### config.mk
export PLATFORM = sky130hd
export DESIGN_NAME = lsu_nbload_tracker
export DESIGN_NICKNAME = d
export VERILOG_FILES = /design/src/rtl/lsu_nbload_tracker_pkg.sv /design/src/rtl/lsu_nbload_tracker_ffs.sv /design/src/rtl/lsu_nbload_tracker.sv
export SDC_FILE = /design/constraint.sdc
export NUM_CORES = 1
export LEC_CHECK = 0
export ABC_AREA = 1
export BUFFER_PORTS_ARGS = -buffer_cell sky130_fd_sc_hd__buf_2
export CORE_ASPECT_RATIO = 0.8
export CORE_MARGIN = 2
export CORE_UTILIZATION = 55
export CTS_CLUSTER_SIZE = 30
export DETAILED_ROUTE_END_ITERATION = 8
export PLACE_DENSITY_LB_ADDON = 0.15
export RECOVER_POWER = 100
export SYNTH_ARGS = -nofsm -noshare
export SYNTH_HDL_FRONTEND = slang
export SYNTH_HIERARCHICAL = 1
export SYNTH_SLANG_ARGS = --single-unit
### constraint.sdc
create_clock -name clk -period 2.5 [get_ports clk]
set_clock_uncertainty 0.15 [all_clocks]
set_input_delay 0.25 -clock clk [delete_from_list [all_inputs] [get_ports clk]]
set_output_delay 0.25 -clock clk [all_outputs]
set_load 0.05 [all_outputs]
### src/rtl/lsu_nbload_tracker_pkg.sv
// Shared LSU types: tracker entry layout and depth limit for the
// non-blocking load tracker.
package veer_types;

  localparam int NBLOAD_MAX_DEPTH = 16;
  localparam int NBLOAD_RD_W      = 5;

  typedef struct packed {
    logic                   valid;
    logic                   wb;
    logic [NBLOAD_RD_W-1:0] rd;
  } nbload_entry_t;

  // x0 is hardwired to zero, so it can never carry a hazard.
  function automatic logic rd_hazard(nbload_entry_t e, logic [NBLOAD_RD_W-1:0] rd);
    return e.valid && e.wb && (e.rd == rd) && (e.rd != '0);
  endfunction

endpackage

### src/rtl/lsu_nbload_tracker_ffs.sv
// Find-first-zero over the tracker valid vector: the lowest free entry
// index plus a flag saying whether any entry is free.
module lsu_nbload_ffs #(
  parameter int DEPTH = 4,
  parameter int TAG_W = $clog2(DEPTH)
) (
  input  logic [DEPTH-1:0] valid,
  output logic [TAG_W-1:0] index,
  output logic             any_free
);

  // NOTE: combinational blocks use blocking assignments and give every
  // output a default first, so no latch can be inferred.
  always_comb begin
    index    = '0;
    any_free = 1'b0;
    // Scanning downwards lets the lowest free index overwrite the others.
    for (int i = DEPTH - 1; i >= 0; i--) begin
      if (!valid[i]) begin
        index    = TAG_W'(i);
        any_free = 1'b1;
      end
    end
  end

endmodule

### src/rtl/lsu_nbload_tracker.sv
// Outstanding non-blocking load tracker: tag allocation, WAW supersession,
// flush marking, zero-cycle writeback resolution and register-hazard CAM.
module lsu_nbload_tracker
  import veer_types::*;
#(
  parameter int DEPTH = 4,
  parameter int TAG_W = $clog2(DEPTH),
  parameter int NUM_Q = 4
) (
  input  logic               clk,
  input  logic               rst_l,
  input  logic               alloc_valid,
  input  logic [4:0]         alloc_rd,
  output logic               alloc_ready,
  output logic [TAG_W-1:0]   alloc_tag,
  input  logic               wb_valid,
  input  logic [TAG_W-1:0]   wb_tag,
  output logic [4:0]         wb_rd,
  output logic               wb_wen,
  output logic               wb_err,
  input  logic               flush,
  input  logic [NUM_Q*5-1:0] q_rd,
  output logic [NUM_Q-1:0]   q_hit,
  output logic [TAG_W:0]     count,
  output logic               empty
);

  localparam int CNT_W = TAG_W + 1;

  nbload_entry_t    entry_q [DEPTH];
  nbload_entry_t    entry_d [DEPTH];
  logic [DEPTH-1:0] valid_vec;
  logic [TAG_W-1:0] free_idx;
  logic             any_free;
  logic             alloc_acc;
  nbload_entry_t    wb_entry;
  logic             wb_hit;
  logic [CNT_W-1:0] count_v;

  always_comb begin
    valid_vec = '0;
    for (int i = 0; i < DEPTH; i++) valid_vec[i] = entry_q[i].valid;
  end

  lsu_nbload_ffs #(
    .DEPTH (DEPTH),
    .TAG_W (TAG_W)
  ) u_ffs (
    .valid    (valid_vec),
    .index    (free_idx),
    .any_free (any_free)
  );

  assign alloc_ready = any_free;
  assign alloc_tag   = free_idx;
  assign alloc_acc   = alloc_valid && any_free && !flush;

  // Writeback lookup reads only registered state, so a same-cycle
  // allocation, flush or supersession never changes what is reported.
  always_comb begin
    wb_entry = '0;
    for (int i = 0; i < DEPTH; i++) begin
      if (wb_tag == TAG_W'(i)) wb_entry = entry_q[i];
    end
  end

  assign wb_hit = wb_valid && wb_entry.valid;
  assign wb_rd  = wb_hit ? wb_entry.rd : 5'd0;
  assign wb_wen = wb_hit && wb_entry.wb;
  assign wb_err = wb_valid && !wb_entry.valid;

  // Later assignments override earlier ones: free, flush, supersession,
  // then allocation as the highest priority update.
  always_comb begin
    for (int i = 0; i < DEPTH; i++) begin
      entry_d[i] = entry_q[i];
      if (wb_hit && wb_tag == TAG_W'(i)) entry_d[i] = '0;
      if (flush && entry_d[i].valid) entry_d[i].wb = 1'b0;
      if (alloc_acc && free_idx != TAG_W'(i) && entry_d[i].valid &&
          entry_d[i].rd == alloc_rd) begin
        entry_d[i].wb = 1'b0;
      end
      if (alloc_acc && free_idx == TAG_W'(i)) begin
        entry_d[i].valid = 1'b1;
        entry_d[i].wb    = 1'b1;
        entry_d[i].rd    = alloc_rd;
      end
    end
  end

  // NOTE: the entry array is reset, not left as uninitialised storage,
  // because valid bits must clear asynchronously for tags to be free.
  always_ff @(posedge clk or negedge rst_l) begin
    if (!rst_l) begin
      for (int i = 0; i < DEPTH; i++) entry_q[i] <= '0;
    end else begin
      entry_q <= entry_d;
    end
  end

  always_comb begin
    count_v = '0;
    for (int i = 0; i < DEPTH; i++) count_v = count_v + CNT_W'(entry_q[i].valid);
  end

  assign count = count_v;
  assign empty = (count_v == '0);

  always_comb begin
    q_hit = '0;
    for (int k = 0; k < NUM_Q; k++) begin
      for (int i = 0; i < DEPTH; i++) begin
        if (rd_hazard(entry_q[i], q_rd[5*k +: 5])) q_hit[k] = 1'b1;
      end
    end
  end

  // Decode must hold off allocation while the tracker is full.
  a_alloc_when_full : assert property (
    @(posedge clk) disable iff (!rst_l) !(alloc_valid && !alloc_ready)
  );

endmodule

Yosys cells after proc, flatten, opt, wreduce, memory -nomap -nowiden

Cells that the tools add are included.

Add/subtract/negate cells: 3
Equal/unequal tests: 29
Multiplexer cells: 45
Reduce and logical (&&, ||, !) cells: 79

Operators by type and width:

| kind                                                                    | count |
|---|---|
| 5-bit == test                                                           | 20 |
| 7-bit two-way mux                                                       | 12 |
| 1-bit logical AND                                                       | 65 |
| 1-bit two-way mux                                                       | 28 |
| 5-bit nonzero test                                                      | 4 |
| 4-bit nonzero test                                                      | 4 |
| 2-bit == test, second input constant                                    | 4 |
| 2-bit two-way mux                                                       | 4 |
| 5-bit two-way mux                                                       | 1 |
| 2-bit by 1-bit == test with 1-bit output, second input constant         | 2 |
| 2-bit zero test                                                         | 2 |
| 2-bit inequality test, second input constant                            | 2 |
| 2-bit by 1-bit adder with 3-bit output                                  | 1 |
| 3-bit by 1-bit adder with 3-bit output                                  | 1 |
| 3-bit zero test                                                         | 1 |
| 1-bit by 1-bit adder with 2-bit output                                  | 1 |
| 1-bit zero test                                                         | 2 |
| 2-bit by 1-bit inequality test with 1-bit output, second input constant | 1 |
| 2-bit nonzero test                                                      | 1 |

Register bits after elaboration: 28
Input bits: 32
Output and inout port bits: 18
Word-level logic and storage cells: 168

Longest topological paths before layout

Word-level depth: 12
Gate-level depth with buffers: 14
Depth with buffers taken out: 12

Hierarchy

The synthesis kept the hierarchy.

By module, submodules not included:

| module             | instances | cells each | area each (um^2) | sequential area each (um^2) |
|---|---|---|---|---|
| lsu_nbload_tracker | 1         | 486        | 3062.9           | 700.7 |
| lsu_nbload_ffs     | 1         | 9          | 36.3             | 0.0 |

Worst setup path after synthesis

Ideal clock, no wire load.

Path type: reg2out
Start: reg entry_q[6] in the netlist's numbering
End: out empty
Data arrival time: 2.758 ns
Data required time: 2.100 ns
Path slack: -0.658 ns
Stages on the path, launching flop included: 5
Buffers on the path: 0
Path through: dfrtp_1 > fa_1 > ha_1 > ha_1 > nor3_1

Longest elaborated chain between the ends: 2

RTL lines:

| what                                   | line                      | RTL |
|---|---|---|
| start, declared                        | lsu_nbload_tracker.sv:30  | `nbload_entry_t entry_q [DEPTH];` |
| start signal, assigned                 | lsu_nbload_tracker.sv:97  | `entry_q <= entry_d;` |
| 3-bit by 1-bit adder with 3-bit output | lsu_nbload_tracker.sv:103 | `for (int i = 0; i < DEPTH; i++) count_v = count_v + CNT_W'(entry_q[i].valid);` |
| named net count[1]                     | lsu_nbload_tracker.sv:24  | `output logic [TAG_W:0] count,` |
| 3-bit zero test                        | lsu_nbload_tracker.sv:107 | `assign empty = (count_v == '0);` |
| end, declared                          | lsu_nbload_tracker.sv:25  | `output logic empty` |

The timed path passes the listed nets, and every way through them passes these cells.

Final worst setup path

Start: reg entry_q[16] in the netlist's numbering
End: out q_hit[3]

Longest elaborated chain between the ends: 6
Elaborated cells between the ends (all ways): 7
Those cells by class: eq/ne: 1; mux: 3; reduce/logical: 3

RTL lines:

| what                               | line                         | RTL |
|---|---|---|
| 5-bit == test                      | lsu_nbload_tracker_pkg.sv:16 | `return e.valid && e.wb && (e.rd == rd) && (e.rd != '0);` |
| 1-bit logical AND                  | lsu_nbload_tracker_pkg.sv:16 |  |
| 1-bit logical AND (*)              | lsu_nbload_tracker_pkg.sv:16 |  |
| 1-bit two-way mux (*) (3 in a row) | lsu_nbload_tracker.sv:113    | `if (rd_hazard(entry_q[i], q_rd[5*k +: 5])) q_hit[k] = 1'b1;` |
| end, declared                      | lsu_nbload_tracker.sv:23     | `output logic [NUM_Q-1:0] q_hit,` |

Every way passes the cells marked *; elsewhere a longest branch is shown, timed or not.

==> impl_summary.md <==
Flow run
Max-cap violations in this run came to 0.

Route
The number of DRC violations after detailed routing is 0. The detailed router finished its first iteration with between 600 and 700 violations. The via total after detailed routing is 3850.

The first detailed-routing pass ran for 8 iterations. The post-detailed-route via-to-cell ratio is approximately 6.3. Dividing the detail-routed wire length by the instance count gives about 20 um. Summed over all layers, the routed wires come to 12000 um.

The count of nets left with antenna violations after detail routing is 0.

Clock tree
The root buffer cell chosen for the clock tree is clkbuf_8. The H-tree level count is 1. The sink count of the clock tree is 28. After clock tree synthesis, the clock-pin slew on the worst setup and hold paths is ~0.10 ns.

The maximum number of buffers from clock root to sink is 2. The insertion delay to the later sink of the worst-skew pair is about 0.28 ns. TritonCTS built the clock tree. Buffers inserted during clock tree synthesis total 3.

Logic synthesis
The register bit total from synthesis is 28. The share of async-settable or async-resettable flops after synthesis is 100%. The most used flip-flop cell after synthesis is dfrtp_1. A synthesized cell averages between 6 and 7 sq um.

The netlist uses 34 different library cells. The synthesized design contains 0 enable-type register cells. By area the synthesized netlist is led by dfrtp_1 (23%), nand2_1 (14%), inv_1 (7.1%).

Summed over its instances, the top area cell type makes up 22.6% of the synthesized netlist area. The number of nets in the synthesized netlist is 530. The sequential share of the synthesized area is a little under a quarter. Yosys printed 6 warnings.

The number of cells produced by synthesis is between 400 and 500. After synthesis the cells add up to between 3000 and 4000 sq um. The largest total area in the synthesized netlist belongs to dfrtp_1.

GRT
The number of antenna violations at the first check in global routing is 0. Entering global routing, the biggest net connects 29 pins. The via count of the first global-routing pass is around 3500. Global routing used slightly below 40% of the available tracks across all layers. Summed over all layers, the global routing overflow is 0.

The first global-routing pass estimated between 15000 and 20000 um of wire.

Final layout
The multi-input combinational cells in the finished layout cover a total of 2030 sq um. In the final layout, flip-flops and latches occupy around 700 sq um. The largest registers in the layout are entry_q x28. The count of antenna diodes in the layout is 0. The register with the highest flop count is entry_q.

The register with the most flip-flops in the layout has 28 of them. After filler insertion, the fill cell instance count of the layout stands at about 520. Compared with the post-synthesis result, the final layout area differs by 13.7%. The fraction of layout cells with a size suffix above 1 is around 17%.

The final layout contains 569 nets. The final design instance area without fill is 3520 sq um.

Min path
The classification of the worst-slack hold path is primary input to flip-flop. The worst min-delay path startpoint is alloc_rd[3]. The number of cells traversed by the worst hold path is 3. The worst hold endpoint is entry_q[10].

Placement
After detailed placement, the total cell area comes to between 3000 and 4000 sq um. The final estimated routing congestion in global placement is between 0.9 and 1. The number of buffer cells added on primary ports is 49.

The placed wire-length estimate after detailed placement is about 9100 um.

Critical path
The startpoint of the worst-slack reg-to-reg timing path is entry_q[13]. For the worst setup path, the data required time is ~2.1 ns. The worst setup path is captured at an output port. The number of cell instances on the worst register-to-register path is 9. By startpoint and endpoint, the worst setup path is classified as flip-flop to output port. Of all nets on the critical path, the largest fanout is 8. The worst flop-to-flop path endpoint is entry_q[3]. STA classifies the critical path startpoint as a flip-flop. The arrival time of the worst setup path is between 2 and 2.5 ns.

The reg2reg setup slack is ~0.15 ns.

Die
The row count is 24. The number of top-level pins is 50. The initial core utilization is between 50% and 60%. The height of the chip is a little over 70 um. The die area is approximately 6300 sq um. The die is between 80 and 90 um wide.

The core region is roughly 5400 sq um.

Timing
The relative slew slack is roughly 56%. For this run, the top clock speed supported by timing is between 0.4 and 0.5 GHz. The hold violation total from the final report was 0. The part of the cycle the worst path needs is between 90% and 100%. The aggregate negative setup slack is 0 ns. The setup-violating endpoint count in the final report is 0. The clock period could shrink to roughly 2.4 ns. The count of final max-slew check failures is 0.

The measured slew at the worst slew-check pin is around 0.66 ns.

Power and ir drop
The static power due to leakage is 1.73 nW. The largest voltage drop on the vdd net is approximately 890 uV. Dividing total power by cell area gives a power density of around 1300 nW/um^2.

Run status
The flow ran to the end, and the final reports show no timing, DRC or antenna violations.
==> through the flow <==
stage               util, %  power [W]  setup slack [ns]  std cells  hold slack (ns)
finish                 64.8    0.00445            0.0592        611           0.0964
global route           64.8    0.00467          -0.00996        611           0.0916
CTS                    63.8    0.00421           0.00543        608           0.0977
detailed placement     62.2    0.00379             0.217        603            0.164
global placement       62.2    0.00375             0.266        603            0.157
floorplan                 -    0.00299           0.00211        495           -0.196
==> worst max-delay path, stage by stage (launching register included) <==
cell and delay, ns:
dfrtp_1 0.63, nor3_1 0.11, nand3_1 0.22, o2111ai_1 0.15, nor4_1 0.25, a21oi_1 0.08, nand2_1 0.07, buf_2 0.25
==> where the power goes <==
group | internal, W | switching (W) | leakage [nW]
Clock | 0.000215 | 0.000152 | 0.0357
Combinational | 0.000992 | 0.00202 | 1.35
Sequential | 0.000662 | 0.000411 | 0.341
==> cell families (layout without fill, tap and decap cells) <==
| logic type | Yosys count | count (layout) | synth area share, % |
|---|---|---|---|
| buf+inv | 93 | 131 | 13.0 |
| xor+xnor | 15 | 15 | 4.24 |
| compound gates | 115 | 115 | 23.4 |
| flops | 28 | 28 | 22.6 |
| simple gates | 241 | 241 | 35.4 |
| fa+ha+maj | 3 | 3 | 1.45 |
==> cell type report <==
class | count | share of cell area [%]
sequential | 28 | 20.1
multi-input combinational | 374 | 57.6
clock inverter | 1 | 0.852
inverter | 61 | 6.61
clock buffer | 3 | 1.17
tap | 78 | 2.77
timing repair buffer | 66 | 10.9
==> per-layer routing <==
metal / track usage [%] / share of wire (%) / vias up
met5: 0 / 0 / -
met4: 8.89 / 2.6 / 0
met3: 16.8 / 16 / 39
met2: 52.7 / 41 / 282
met1: 57.0 / 41 / 1761
li1: - / - / 1768
==> synth_stat cells (7+ instances only) <==
master / count
inv_1: 59
o22ai_1: 26
o21ai_0: 22
a221oi_1: 7
a21oi_1: 32
nor4_1: 9
o211ai_1: 10
nor2_1: 46
dfrtp_1: 28
nand3_1: 43
o2111ai_1: 8
xnor2_1: 9
nor3_1: 7
nand2_1: 119
clkbuf_1: 21
nand4_1: 7
==> what timing repair did <==
item | in CTS | in global routing
buffers inserted | 0 | 3
hold buffers | 1 | 0
gates resized for setup | 3 | 13
endpoints found under the hold margin | 28 | 0
gates cloned | 0 | 0
setup endpoints to repair | 1 | 9
pin swaps | 0 | 0
==> cells in the final DEF (no fill, tap or decap), types with 2 or more instances in the layout <==
master and instances:
nand2_1 119, inv_1 58, nor2_1 46, buf_2 45
nand3_1 43, a21oi_1 32, o22ai_1 26, dfrtp_1 22
o21ai_0 21, buf_4 17, o211ai_1 10, nor4_1 9
xnor2_1 9, o2111ai_1 8, nand4_1 7, a221oi_1 7
xor2_1 6, nor3_1 6, dfrtp_2 6, nand3_4 4
o221ai_1 4, clkbuf_8 3, clkinv_1 2, nand2_4 2
nand2_2 2, a211oi_1 2
==> how the worst max path moves through the flow <==
| stage | startpoint | to | slack [ns] | depth (start not counted) |
|---|---|---|---|---|
| global placement | entry_q[22] | q_hit[2] | 0.27 | 8 |
| CTS | entry_q[22] | q_hit[2] | 0.005 | 8 |
| detailed placement | entry_q[13] | entry_q[3] | 0.22 | 9 |
| global route | entry_q[13] | entry_q[3] | -0.01 | 9 |
| floorplan | entry_q[6] | empty | 0.002 | 4 |
| finish | entry_q[16] | q_hit[3] | 0.06 | 7 |
Note: power is estimated with default switching activity, not from simulation.
